--- src/rtl/imm_pkg.sv ---
// Shared types for the decode-stage immediate generator: format select encoding
// and the set of datapath widths the pipeline supports.
package imm_pkg;

    typedef enum logic [2:0] {
        IMM_I     = 3'b000,
        IMM_U     = 3'b001,
        IMM_S     = 3'b010,
        IMM_J     = 3'b011,
        IMM_LOAD  = 3'b100,
        IMM_CSRI  = 3'b101,
        IMM_SHAMT = 3'b110,
        IMM_B     = 3'b111
    } imm_sel_t;

    // Base encoding is always 32 bits, even on RV64.
    localparam int INSTR_W = 32;

    // The only datapath widths the extender knows how to fill.
    localparam int LEGAL_WIDTH_NARROW = 32;
    localparam int LEGAL_WIDTH_WIDE   = 64;

    function automatic bit width_ok(input int w);
        return (w == LEGAL_WIDTH_NARROW) || (w == LEGAL_WIDTH_WIDE);
    endfunction

endpackage

--- src/rtl/imm_decode.sv ---
// Combinational immediate format mux: slices the instruction fields for the
// selected format into a 32-bit value, then widens it to DATA_WIDTH either by
// sign fill (signed formats) or zero fill (CSR/shift formats).
module imm_decode
    import imm_pkg::*;
#(
    parameter int DATA_WIDTH = 32
) (
    input  logic [INSTR_W-1:0]    instr,
    input  imm_sel_t              sel,
    output logic [DATA_WIDTH-1:0] imm,
    output logic                  err
);

    logic [31:0] low_bits;
    logic        sign_fill;
    logic        unused_opcode;

    // The opcode field never contributes to any immediate.
    assign unused_opcode = ^instr[6:0];

    // Field extraction per format; low_bits already carries the sign to bit 31.
    always_comb begin
        low_bits  = '0;
        sign_fill = 1'b0;
        err       = 1'b0;
        case (sel)
            IMM_I, IMM_LOAD: begin
                low_bits  = {{20{instr[31]}}, instr[31:20]};
                sign_fill = instr[31];
            end
            IMM_U: begin
                low_bits  = {instr[31:12], 12'b0};
                sign_fill = instr[31];
            end
            IMM_S: begin
                low_bits  = {{20{instr[31]}}, instr[31:25], instr[11:7]};
                sign_fill = instr[31];
            end
            IMM_J: begin
                low_bits  = {{11{instr[31]}}, instr[31], instr[19:12], instr[20],
                             instr[30:21], 1'b0};
                sign_fill = instr[31];
            end
            IMM_B: begin
                low_bits  = {{19{instr[31]}}, instr[31], instr[7], instr[30:25],
                             instr[11:8], 1'b0};
                sign_fill = instr[31];
            end
            IMM_CSRI: begin
                low_bits = {27'b0, instr[19:15]};
            end
            IMM_SHAMT: begin
                if (DATA_WIDTH == LEGAL_WIDTH_WIDE) begin
                    low_bits = {26'b0, instr[25:20]};
                end else begin
                    // On a 32-bit datapath shamt[5] is reserved; flag it but
                    // still hand back the 5-bit amount.
                    low_bits = {27'b0, instr[24:20]};
                    err      = instr[25];
                end
            end
            default: begin
                low_bits = '0;
            end
        endcase
    end

    wire [DATA_WIDTH-1:0] ext_bits;

    assign ext_bits[31:0] = low_bits;

    // Upper bits replicate the fill bit; no iterations on a 32-bit datapath.
    genvar gi;
    generate
        for (gi = 32; gi < DATA_WIDTH; gi++) begin : g_fill
            assign ext_bits[gi] = sign_fill;
        end
    endgenerate

    assign imm = ext_bits;

endmodule

--- src/rtl/imm_ext_pipe.sv ---
// Two-stage immediate generator for decode. Stage 1 holds the decoded
// immediate, PC and error flag; stage 2 adds the PC-relative target. A plain
// valid/ready pipeline with no skid buffer: each stage moves forward only
// when the slot ahead of it is empty or draining this cycle.
module imm_ext_pipe
    import imm_pkg::*;
#(
    parameter int DATA_WIDTH  = 32,
    parameter int INSTR_WIDTH = 32
) (
    input  logic                   clk,
    input  logic                   rst,
    input  logic                   flush,
    input  logic                   in_valid,
    output logic                   in_ready,
    input  logic [INSTR_WIDTH-1:0] in_instr,
    input  logic [DATA_WIDTH-1:0]  in_pc,
    input  imm_sel_t               in_imm_sel,
    output logic                   out_valid,
    input  logic                   out_ready,
    output logic [DATA_WIDTH-1:0]  out_imm,
    output logic [DATA_WIDTH-1:0]  out_target,
    output logic [DATA_WIDTH-1:0]  out_pc,
    output logic                   out_err
);

    generate
        if (!width_ok(DATA_WIDTH)) begin : g_bad_width
            $error("imm_ext_pipe: DATA_WIDTH must be 32 or 64");
        end
        if (INSTR_WIDTH != INSTR_W) begin : g_bad_instr
            $error("imm_ext_pipe: INSTR_WIDTH must be 32");
        end
    endgenerate

    logic [DATA_WIDTH-1:0] dec_imm;
    logic                  dec_err;

    imm_decode #(
        .DATA_WIDTH (DATA_WIDTH)
    ) u_decode (
        .instr (in_instr),
        .sel   (in_imm_sel),
        .imm   (dec_imm),
        .err   (dec_err)
    );

    logic                  s1_valid_reg, s1_valid_next;
    logic [DATA_WIDTH-1:0] s1_imm_reg;
    logic [DATA_WIDTH-1:0] s1_pc_reg;
    logic                  s1_err_reg;

    logic                  s2_valid_reg, s2_valid_next;
    logic [DATA_WIDTH-1:0] s2_imm_reg;
    logic [DATA_WIDTH-1:0] s2_pc_reg;
    logic [DATA_WIDTH-1:0] s2_target_reg;
    logic                  s2_err_reg;

    logic s1_advance;
    logic s1_load;
    logic s2_load;

    // Handshake and occupancy: flush wins over everything and blocks new input,
    // but a consumer that takes the output in the flush cycle still gets it.
    always_comb begin
        s1_advance    = !s2_valid_reg || out_ready;
        in_ready      = !flush && (!s1_valid_reg || s1_advance);
        s1_load       = in_valid && in_ready;
        s2_load       = s1_valid_reg && s1_advance && !flush;
        s1_valid_next = s1_valid_reg;
        s2_valid_next = s2_valid_reg;
        if (flush) begin
            s1_valid_next = 1'b0;
            s2_valid_next = 1'b0;
        end else begin
            if (s1_load) begin
                s1_valid_next = 1'b1;
            end else if (s2_load) begin
                s1_valid_next = 1'b0;
            end
            if (s2_load) begin
                s2_valid_next = 1'b1;
            end else if (s2_valid_reg && out_ready) begin
                s2_valid_next = 1'b0;
            end
        end
    end

    // Valid bits are the only control state.
    always_ff @(posedge clk or posedge rst) begin
        if (rst) begin
            s1_valid_reg <= 1'b0;
            s2_valid_reg <= 1'b0;
        end else begin
            s1_valid_reg <= s1_valid_next;
            s2_valid_reg <= s2_valid_next;
        end
    end

    // Stage 1 data captures the decoded entry only when it is accepted.
    always_ff @(posedge clk or posedge rst) begin
        if (rst) begin
            s1_imm_reg <= '0;
            s1_pc_reg  <= '0;
            s1_err_reg <= 1'b0;
        end else if (s1_load) begin
            s1_imm_reg <= dec_imm;
            s1_pc_reg  <= in_pc;
            s1_err_reg <= dec_err;
        end
    end

    // Stage 2 data forms the target; holding while stalled keeps out_* stable.
    always_ff @(posedge clk or posedge rst) begin
        if (rst) begin
            s2_imm_reg    <= '0;
            s2_pc_reg     <= '0;
            s2_target_reg <= '0;
            s2_err_reg    <= 1'b0;
        end else if (s2_load) begin
            s2_imm_reg    <= s1_imm_reg;
            s2_pc_reg     <= s1_pc_reg;
            s2_target_reg <= s1_pc_reg + s1_imm_reg;
            s2_err_reg    <= s1_err_reg;
        end
    end

    assign out_valid  = s2_valid_reg;
    assign out_imm    = s2_imm_reg;
    assign out_pc     = s2_pc_reg;
    assign out_target = s2_target_reg;
    assign out_err    = s2_err_reg;

endmodule

--- config.mk ---
export PLATFORM = sky130hd
export DESIGN_NAME = imm_ext_pipe
export DESIGN_NICKNAME = d
export VERILOG_FILES = /design/src/rtl/imm_pkg.sv /design/src/rtl/imm_decode.sv /design/src/rtl/imm_ext_pipe.sv
export SDC_FILE = /design/constraint.sdc
export NUM_CORES = 1
export LEC_CHECK = 0
export ABC_CLOCK_PERIOD_IN_PS = 12500
export BUFFER_PORTS_ARGS = -buffer_cell sky130_fd_sc_hd__buf_2
export CAP_MARGIN = 20
export CORE_ASPECT_RATIO = 0.7
export CORE_MARGIN = 1.5
export CORE_UTILIZATION = 55
export DETAILED_ROUTE_END_ITERATION = 8
export PLACE_DENSITY = 0.8
export SLEW_MARGIN = 30
export SYNTH_ARGS = -nofsm -noshare
export SYNTH_HDL_FRONTEND = slang
export SYNTH_SLANG_ARGS = --single-unit
--- constraint.sdc ---
create_clock -name clk -period 12.5 [get_ports clk]
set_input_delay 1.25 -clock clk [delete_from_list [all_inputs] [get_ports clk]]
set_output_delay 1.25 -clock clk [all_outputs]
set_load 0.005 [all_outputs]
### After elaboration in Yosys (flattened, before gate mapping)

Index checks and enable logic that the tools add are counted.

| storage, ports and cells | value |
|---|---|
| logic and storage cells | 39 |
| output and inout bits | 99 |
| input port bits | 72 |
| register bits after elaboration | 164 |

| cells by class | value |
|---|---|
| add/sub/neg operators | 1 |
| multiplexer cells | 8 |
| equality and inequality tests | 7 |
| reduce and logical (&&, ||, !) cells | 14 |

Operators with widths:

| kind | count |
|---|---|
| one-hot mux 32 bit (7 select lines) | 1 |
| adder 32 bit | 1 |
| == test 3 bit, second input constant | 4 |
| 2-to-1 mux 1 bit | 7 |
| == test 3 x 2 -> 1 bit, second input constant | 2 |
| nonzero test 3 bit | 2 |
| logical AND 1 bit | 5 |
| == test 3 x 1 -> 1 bit, second input constant | 1 |
| zero test 1 bit | 3 |
| zero test 3 bit | 1 |
| logical OR 1 bit | 2 |
| OR reduction 2 bit | 1 |

### Logic depth before layout (Yosys ltp)

Gate-level depths: netlist of the first run.

| logic depth | value |
|---|---|
| word-level depth | 7 |
| depth in mapped cells | 10 |
| mapped depth without buffers | 10 |

### By module

Synthesis of the first run repeated with hierarchy kept, for this count alone.

| second synthesis, totals | value |
|---|---|
| cell total of the unflattened synthesis | 861 |
| area, all modules | 8,383.0 µm² |

Modules (own cells, without submodules):

| module | times used | cells an instance | seq. area each (µm²) | area an instance (µm²) |
|---|---|---|---|---|
| imm_ext_pipe | 1 | 765 | 4,103.9 | 7,773.7 |
| imm_decode | 1 | 96 | 0.0 | 609.3 |

### Least setup slack after synthesis of the first run

Ideal clock, no wire load.

| timing path | value |
|---|---|
| path kind | input to output |
| start point | input out_ready |
| end point | output in_ready |
| stages on the path | 2 |
| data arrival time | 1.590 ns |
| data required time | 11.250 ns |
| buffers on the path | 0 |
| setup slack | 9.660 ns |
| path through | nor2b_1 a21oi_1 |

| on the way | value |
|---|---|
| cells in the longest elaborated chain, start to end | 3 |

Ends and longest elaborated chain:

| item | line | text |
|---|---|---|
| start, declared | imm_ext_pipe.sv:20 | `input logic out_ready,` |
| logical OR 1 bit | imm_ext_pipe.sv:66 | `s1_advance = !s2_valid_reg \|\| out_ready;` |
| logical OR 1 bit | imm_ext_pipe.sv:67 | `in_ready = !flush && (!s1_valid_reg \|\| s1_advance);` |
| logical AND 1 bit | imm_ext_pipe.sv:67 |  |
| end, declared | imm_ext_pipe.sv:15 | `output logic in_ready,` |

Every way passes these cells.

### Worst setup path in the final report of the first run

Ends and elaborated chain as after synthesis.

==> results of run 1 <==
cell type report:
type	count	share of cell area, %
Antenna cell	1	0.0259
Clock buffer	17	4.41
Clock inverter	15	1.80
Inverter	10	0.441
Multi-Input combinational cell	729	39.5
Sequential cell	164	42.5
Tap cell	190	2.46
Timing Repair Buffer	168	8.88
final timing paths:
kind / end / cells past startpoint
min reg2reg: out_pc[19]$_DFFE_PP0P_ / 2
max: in_ready / 4
min: out_pc[19]$_DFFE_PP0P_ / 2
min in group asynchronous: out_target[7]$_DFFE_PP0P_ / 2
max in group asynchronous: s1_imm_reg[17]$_DFFE_PP0P_ / 3
max reg2reg: out_target[30]$_DFFE_PP0P_ / 10
through the flow:
stage	instances	setup slack (ns)	total power [W]
5_1_grt	1293	9.18	0.00184
6_report	1294	9.25	0.00174
3_3_place_gp	1261	9.02	0.00119
4_1_cts	1293	9.26	0.00174
2_1_floorplan	955	6.82	0.00101
3_5_place_dp	1261	8.94	0.00121
cells in the final DEF (no fill, tap or decap), types with 5 or more instances in the layout:
| cell type | synthesis | routed |
|---|---|---|
| sky130_fd_sc_hd__ha_1 | 31 | 31 |
| sky130_fd_sc_hd__o21ai_0 | 50 | 50 |
| sky130_fd_sc_hd__inv_1 | 10 | 9 |
| sky130_fd_sc_hd__xor2_1 | 13 | 13 |
| sky130_fd_sc_hd__dfrtp_1 | 164 | 164 |
| sky130_fd_sc_hd__buf_2 | 2 | 163 |
| sky130_fd_sc_hd__nand3_1 | 25 | 25 |
| sky130_fd_sc_hd__nor2_1 | 45 | 45 |
| sky130_fd_sc_hd__o211ai_1 | 5 | 5 |
| sky130_fd_sc_hd__mux2i_1 | 5 | 5 |
| sky130_fd_sc_hd__a21o_1 | 11 | 11 |
| sky130_fd_sc_hd__a21oi_1 | 56 | 56 |
| sky130_fd_sc_hd__nand2_1 | 380 | 379 |
| sky130_fd_sc_hd__nand4_1 | 7 | 7 |
| sky130_fd_sc_hd__clkbuf_16 | 0 | 17 |
| sky130_fd_sc_hd__xnor2_1 | 10 | 10 |
| sky130_fd_sc_hd__a31oi_1 | 7 | 7 |
| sky130_fd_sc_hd__inv_6 | 0 | 5 |
| sky130_fd_sc_hd__nor2b_1 | 10 | 10 |
| sky130_fd_sc_hd__o21a_1 | 6 | 6 |
power groups by stage:
stage	registers, W	clock network, W	logic [W]
2_1_floorplan	0.000723	0	0.000290
3_3_place_gp	0.000734	0	0.000457
3_5_place_dp	0.000736	0	0.000469
4_1_cts	0.000729	0.000537	0.000472
5_1_grt	0.000743	0.000562	0.000532
6_report	0.000729	0.000532	0.000474
worst min-delay path: cells and delay by family, from the launching register on:
kind,cells,cell delay (ns)
flops,1,0.34
simple gates,2,0.10
layer usage:
layer	global-route usage, %	vias to the layer above
met5	0	-
met4	7.85	2
met3	5.81	27
met2	39.0	331
met1	45.7	3363
li1	-	3452
cells by family after synthesis:
logic type	synth area share, %
AOI/OAI and AO/OA	13.0
xor gates and xnor gates	2.47
adders and majority gates	5.01
buffers and inverters	2.95
DFF	50.4
muxes	0.615
and+or+nand+nor	25.6
==> flow_metrics.env, run 1 <==
export IMPL_status="complete, no violations"
export IMPL_yosys_most_used_dff="sky130_fd_sc_hd__dfrtp_1"
export IMPL_cellLeakagePower_nw=5.12
export IMPL_dr_wl_met3_um=1810
export IMPL_routed_via_count=7175
export IMPL_multi_input_area_um2=3810
export IMPL_die_w_um=148
export IMPL_power_density_nw_per_um2=180
export IMPL_max_cap_violations=0
export IMPL_worst_slew_pin_transition_ns=0.956
export IMPL_die_height_um=105
export IMPL_setup_viol=0
export IMPL_report_final_slew_viol_count=0
export IMPL_yosysTopAreaCellShare_pct=50.4
export IMPL_critical_path_required_ns=11.25
export IMPL_ioPinCount=171
export IMPL_top_cell_type_by_total_area_after_synthesis="sky130_fd_sc_hd__dfrtp_1"
export IMPL_clkSlewWorstSetupHoldPaths_ns=0.07
export IMPL_postSynthRegisterBits=164
export IMPL_timing_clock_skew_ns=0.0172
export IMPL_p_sw_w=0.000587
export IMPL_die_area_um2=15600
export IMPL_num_nets_final=1194
export IMPL_post_synth_most_frequent_cells="sky130_fd_sc_hd__nand2_1 (380), sky130_fd_sc_hd__dfrtp_1 (164), sky130_fd_sc_hd__a21oi_1 (56)"
export IMPL_port_buffers=163
export IMPL_sequential_cell_area_um2=4100
export IMPL_crit_path_max_fanout=5
export IMPL_number_of_global_route_vias_before_repair=6653
export IMPL_critical_path_top_cell_by_count="sky130_fd_sc_hd__buf_2"
export IMPL_power_switching_share_pct=33.9
export IMPL_layout_drive_gt1_share_pct=19.5
export IMPL_drt_iter0_drc=596
export IMPL_drt_first_pass_iters=8
export IMPL_timing_hold_ws_ns=0.467
export IMPL_setup_reg_to_reg_worst_slack_ns=9.43
export IMPL_power_sequential_fraction_pct=42.0
export IMPL_finalWirelength_um=21600
export IMPL_totalNegativeSetupSlack_ns=0
export IMPL_critical_path_top_delay_family="simple AND/OR/NAND/NOR gates"
export IMPL_cts_tree="built"
export IMPL_mappedNetlistNets=1059
export IMPL_crit_type="input pin to output pin"
export IMPL_final_core_utilization_pct=68.0
export IMPL_synth_area_um2=8140
export IMPL_finalHoldViolations=0
export IMPL_combPwrFrac_pct=27.3
export IMPL_final_design_area_no_fill_um2=9650
export IMPL_achievable_frequency_mhz=308
export IMPL_cts_buf_count=17
export IMPL_first_pass_grt_wire_length_um=35000
export IMPL_crit_chain="buf_2, nor2b_1, a21oi_1, buf_2"
export IMPL_gr_total_overflow=0
export IMPL_fp_row_count=36
export IMPL_synthTopCellsByArea="sky130_fd_sc_hd__dfrtp_1 (50%), sky130_fd_sc_hd__nand2_1 (18%), sky130_fd_sc_hd__ha_1 (4.8%)"
export IMPL_power_clock_fraction_pct=30.7
export IMPL_worst_path_largest_cell_delay_ns=0.31
export IMPL_worst_slew_margin_rel_pct=36.2
export IMPL_grtUsageTotal_pct=28.7
export IMPL_min_delay_path_class="flip-flop to flip-flop"
export IMPL_clock_insertion_delay_worst_skew_ns=0.43
export IMPL_fillers=1189
export IMPL_dp_hpwl_um=14900
export IMPL_cell_int_power_w=0.00115
export IMPL_yosysWarnings=0
export IMPL_critical_path_slowest_cell="sky130_fd_sc_hd__nor2b_1"
export IMPL_gate_count_after_technology_mapping=955
export IMPL_highest_signal_layer="met5"
export IMPL_synth_most_common_cell="sky130_fd_sc_hd__nand2_1"
export IMPL_critical_path_n_buffers_inverters=2
export IMPL_r2r_start="s1_imm_reg[0]$_DFFE_PP0P_"
export IMPL_post_synth_cell_area_avg_um2=8.53
export IMPL_clock_sink_count=164
export IMPL_startpoint="out_ready"
export IMPL_antenna_violations_before_repair=3
export IMPL_ys_async_sr_fraction_pct=100
export IMPL_postCtsResizedCells=0
export IMPL_critPathCaptureType="output pin"
export IMPL_grt_max_degree=102
export IMPL_core_region_area_um2=14200
export IMPL_postCtsSetupBuffers=0
export IMPL_number_of_enable_flip_flop_cells_after_synthesis=0
export IMPL_startpoint_type="input pin"
export IMPL_cts_hold_buffers=0
export IMPL_p_r_area_growth_vs_syn_pct=18.5
export IMPL_timing_hold_worst_start="out_pc[19]$_DFFE_PP0P_"
export IMPL_grt_setup_unrepaired="false"
export IMPL_drt_met1_wl_um=10800
export IMPL_drt_wirelength_per_cell_um=16.7
export IMPL_finalCriticalPeriod_ns=3.25
export IMPL_synth_sequential_area_ratio_pct=50.4
export IMPL_clock_tree_buffer_depth=2
export IMPL_antenna_violating_nets_post_route=0
export IMPL_viasPerCell=5.54
export IMPL_cts_root_buffer="sky130_fd_sc_hd__clkbuf_16"
export IMPL_detailed_place_area_um2=9050
export IMPL_distinct_cell_type_count_of_the_synthesized_netlist=60
export IMPL_drc_errors=0
export IMPL_final_min_period_over_clock_period_pct=26.0
export IMPL_vdd_ir_drop_max_mv=0.0998
export IMPL_htree_num_levels=4
export IMPL_initial_utilization_pct=57.4
export IMPL_critPathArrivalTime_ns=2.00
export IMPL_place_congestion=0.937
export IMPL_met2_wirelength_um=8780
(Power assumes the default switching activity.)
==> run 2, diff against run 1 <==
ABC_AREA = 1   (was default)
ABC_CLOCK_PERIOD_IN_PS = 2800   (was 12500)
CORE_UTILIZATION = 50   (was 55)
PLACE_DENSITY = 0.76   (was 0.8)
clock period = 2.8 ns   (was 12.5 ns; I/O delays follow)
==> run 2 against run 1 <==
  * Power grew to 5.0 times the previous value
  * Cell count grew 21%
  * Core utilization shrank 7.4 points
  * Clock skew shrank 0.0092 ns
  * Final area grew 7.2%
  * Critical path depth grew 8
  * Wire length grew 9.7%
  * Flip-flop and latch count is the same
  * Via count grew 9.9%
  * Critical path type is now flip-flop to flip-flop
  * Die area grew 16%
  * Highest routed layer is now met4
  * Clock power grew to 4.6 times the previous value
==> flow_metrics.env, run 2 <==
export IMPL_status="complete, no violations"
export IMPL_cellLeakagePower_nw=5.89
export IMPL_worst_path_largest_cell_delay_ns=0.47
export IMPL_top_cell_type_by_total_area_after_synthesis="sky130_fd_sc_hd__dfrtp_1"
export IMPL_combPwrFrac_pct=32.1
export IMPL_routed_via_count=7886
export IMPL_global_route_usage_met3_pct=4.95
export IMPL_vdd_ir_drop_max_mv=0.452
export IMPL_synth_area_um2=8650
export IMPL_timing_hold_worst_start="in_pc[13]"
export IMPL_setup_reg_to_reg_worst_slack_ns=0.62
export IMPL_gate_count_after_technology_mapping=1167
export IMPL_cts_tree="built"
export IMPL_setup_viol=0
export IMPL_power_density_nw_per_um2=832
export IMPL_initial_utilization_pct=50.7
export IMPL_drt_first_pass_iters=5
export IMPL_numPlacedInstances=1533
export IMPL_achievable_frequency_mhz=459
export IMPL_finalHoldViolations=0
export IMPL_cell_int_power_w=0.00555
export IMPL_critical_path_required_ns=3.11
export IMPL_number_of_enable_flip_flop_cells_after_synthesis=0
export IMPL_startpoint_type="flip-flop"
export IMPL_yosys_most_used_dff="sky130_fd_sc_hd__dfrtp_1"
export IMPL_yosysWarnings=0
export IMPL_place_congestion=0.938
export IMPL_cts_root_buffer="sky130_fd_sc_hd__clkbuf_16"
export IMPL_dp_hpwl_um=18100
export IMPL_finalWirelength_um=23700
export IMPL_die_w_um=160
export IMPL_grt_util_met2_pct=40.5
export IMPL_fin_total_pwr_w=0.00861
export IMPL_critical_path_top_cell_by_count="sky130_fd_sc_hd__nand2_1"
export IMPL_fillers=1610
export IMPL_layout_commonest_cell="sky130_fd_sc_hd__nand2_1"
export IMPL_layout_drive_gt1_share_pct=15.9
export IMPL_drt_wirelength_per_cell_um=15.2
export IMPL_drt_iter0_drc=641
export IMPL_postSynthRegisterBits=164
export IMPL_min_delay_path_class="input pin to flip-flop"
export IMPL_critical_path_top_delay_family="simple AND/OR/NAND/NOR gates"
export IMPL_p_r_area_growth_vs_syn_pct=19.6
export IMPL_r2r_start="s1_imm_reg[3]$_DFFE_PP0P_"
export IMPL_power_clock_fraction_pct=28.5
export IMPL_totalNegativeSetupSlack_ns=0
export IMPL_finalCriticalPeriod_ns=2.18
export IMPL_die_height_um=113
export IMPL_power_sequential_fraction_pct=39.3
export IMPL_postCtsSetupBuffers=0
export IMPL_num_nets_final=1426
export IMPL_clock_insertion_delay_worst_skew_ns=0.43
export IMPL_grt_busiest_layer="met1"
export IMPL_timing_hold_ws_ns=0.0465
export IMPL_gr_total_overflow=0
export IMPL_port_buffers=163
export IMPL_distinct_cell_type_count_of_the_synthesized_netlist=31
export IMPL_drc_errors=0
export IMPL_number_of_global_route_vias_before_repair=7336
export IMPL_antenna_violations_before_repair=0
export IMPL_grt_max_degree=97
export IMPL_p_sw_w=0.00306
export IMPL_critPathArrivalTime_ns=2.49
export IMPL_core_region_area_um2=17100
export IMPL_total_inserted_antenna_cells=0
export IMPL_synth_most_common_cell="sky130_fd_sc_hd__nand2_1"
export IMPL_worst_slew_margin_rel_pct=57.6
export IMPL_cts_buf_count=17
export IMPL_final_cell_mix="sky130_fd_sc_hd__nand2_1 (484), sky130_fd_sc_hd__dfrtp_1 (164), sky130_fd_sc_hd__inv_1 (163), sky130_fd_sc_hd__buf_2 (163), sky130_fd_sc_hd__nand3_1 (55)"
export IMPL_die_area_um2=18100
export IMPL_grtUsageTotal_pct=27.6
export IMPL_crit_type="flip-flop to flip-flop"
export IMPL_timing_clock_skew_ns=0.00800
export IMPL_crit_chain="ha_1, nand2_1, nor2_1, nand2_1, nand2_1, nand2_1, nand2_1, nand2_1, nand2_1, nand2_1, nand3_1, nand2_1"
export IMPL_r2r_worst_path_cells=12
export IMPL_fp_row_count=40
export IMPL_clock_tree_buffer_depth=2
export IMPL_synth_sequential_area_ratio_pct=47.4
export IMPL_htree_num_levels=4
export IMPL_final_core_utilization_pct=60.6
export IMPL_power_switching_share_pct=35.5
export IMPL_first_pass_grt_wire_length_um=38400
export IMPL_clkSlewWorstSetupHoldPaths_ns=0.07
export IMPL_yosysTopAreaCellShare_pct=47.4
export IMPL_grt_setup_unrepaired="false"
export IMPL_post_synth_most_frequent_cells="sky130_fd_sc_hd__nand2_1 (484), sky130_fd_sc_hd__dfrtp_1 (164), sky130_fd_sc_hd__inv_1 (164)"
export IMPL_finish_cell_count_without_fillers=1565
export IMPL_worstHoldPathCells=3
export IMPL_startpoint="s1_imm_reg[3]$_DFFE_PP0P_"
export IMPL_critPathCaptureType="flip-flop"
export IMPL_viasPerCell=5.04
export IMPL_ioPinCount=171
export IMPL_post_synth_cell_area_avg_um2=7.41
export IMPL_crit_path_max_fanout=5
export IMPL_report_final_slew_viol_count=0
export IMPL_antenna_violating_nets_post_route=0
export IMPL_synthTopCellsByArea="sky130_fd_sc_hd__dfrtp_1 (47%), sky130_fd_sc_hd__nand2_1 (21%), sky130_fd_sc_hd__inv_1 (7.1%)"
export IMPL_mappedNetlistNets=1271
export IMPL_worst_r2r_endpoint="out_target[23]$_DFFE_PP0P_"
export IMPL_clock_sink_count=164
export IMPL_grt_use_met1_pct=42.4
export IMPL_critical_path_n_buffers_inverters=0
export IMPL_endpoint_with_the_worst_hold_slack="s1_pc_reg[13]$_DFFE_PP0P_"
export IMPL_critical_path_slowest_cell="sky130_fd_sc_hd__dfrtp_1"
export IMPL_max_cap_violations=0
export IMPL_worst_slew_pin_transition_ns=0.633
export IMPL_final_min_period_over_clock_period_pct=77.9
export IMPL_ys_async_sr_fraction_pct=100
## run 2: cell count changes after synthesis, moves of 7 or more
cell                       before  now
sky130_fd_sc_hd__a21o_1        11    1
sky130_fd_sc_hd__a21oi_1       56   35
sky130_fd_sc_hd__a22oi_1        0   16
sky130_fd_sc_hd__a31oi_1        7    0
sky130_fd_sc_hd__buf_2          2   16
sky130_fd_sc_hd__clkbuf_1      44   18
sky130_fd_sc_hd__inv_1         10  164
sky130_fd_sc_hd__nand2_1      380  484
sky130_fd_sc_hd__nand3_1       25   55
sky130_fd_sc_hd__nor2b_1       10    0
sky130_fd_sc_hd__o21ai_0       50   27
sky130_fd_sc_hd__o21ai_1        1   53
sky130_fd_sc_hd__xor2_1        13    0
## run 2: timing repair
item,CTS,global route
resized for setup,0,1
setup endpoints to repair,0,1
endpoints found under the hold margin,14,0
hold buffers,1,0
## run 2: metrics by stage
step                cell area (um^2)  worst slack, ns
floorplan                       8650            0.435
global placement                9710            0.584
detailed placement              9710            0.576
CTS                            10300            0.539
global route                   10300            0.439
finish                         10300            0.620
## run 2: worst min-delay path, stage by stage
cell                      delay [ns]
sky130_fd_sc_hd__buf_2          0.07
sky130_fd_sc_hd__nand2_1        0.04
sky130_fd_sc_hd__nand2_1        0.04
## run 2: layout make-up
class | instances | area, um^2 | share of cell area, %
clock buffers | 19 | 453 | 4.38
flip-flops and latches | 164 | 4100 | 39.7
clock inverters | 12 | 168 | 1.62
multi-input cells | 800 | 3770 | 36.4
inverters | 168 | 639 | 6.18
repair buffers | 171 | 928 | 8.97
well taps | 231 | 289 | 2.79
## run 2: kinds of logic (layout without fill, tap and decap cells)
family                     count (synthesis)  after routing  share of synthesized area [%]
and+or+nand+nor                          606            606                           27.7
AOI/OAI and AO/OA                        147            147                           9.52
xor gates and xnor gates                  15             15                           1.52
buffers and inverters                    203            370                           9.08
DFF                                      164            164                           47.4
adders and majority gates                 32             32                           4.72
## run 2: per-layer routing
metal	vias to the layer above	share of wire [%]	wire [um]
met4	0	1.0	238
met1	3634	51	12000
met5	-	0	0
met2	277	41	9770
met3	13	7.1	1680
li1	3962	-	-
## run 2: how the worst max path moves through the flow
stage / depth (start not counted) / endpoint
floorplan: 1 / out_err$_DFFE_PP0P_
global placement: 8 / s1_imm_reg[22]$_DFFE_PP0P_
detailed placement: 9 / s1_imm_reg[3]$_DFFE_PP0P_
CTS: 9 / s1_imm_reg[10]$_DFFE_PP0P_
global route: 12 / out_target[23]$_DFFE_PP0P_
finish: 12 / out_target[23]$_DFFE_PP0P_
## run 2: power by group through the flow
stage               clock [W]  sequential, W  combinational (W)
finish                0.00246        0.00339            0.00277
global route          0.00260        0.00346            0.00316
CTS                   0.00249        0.00338            0.00276
detailed placement          0        0.00342            0.00274
global placement            0        0.00340            0.00268
floorplan                   0        0.00337            0.00169
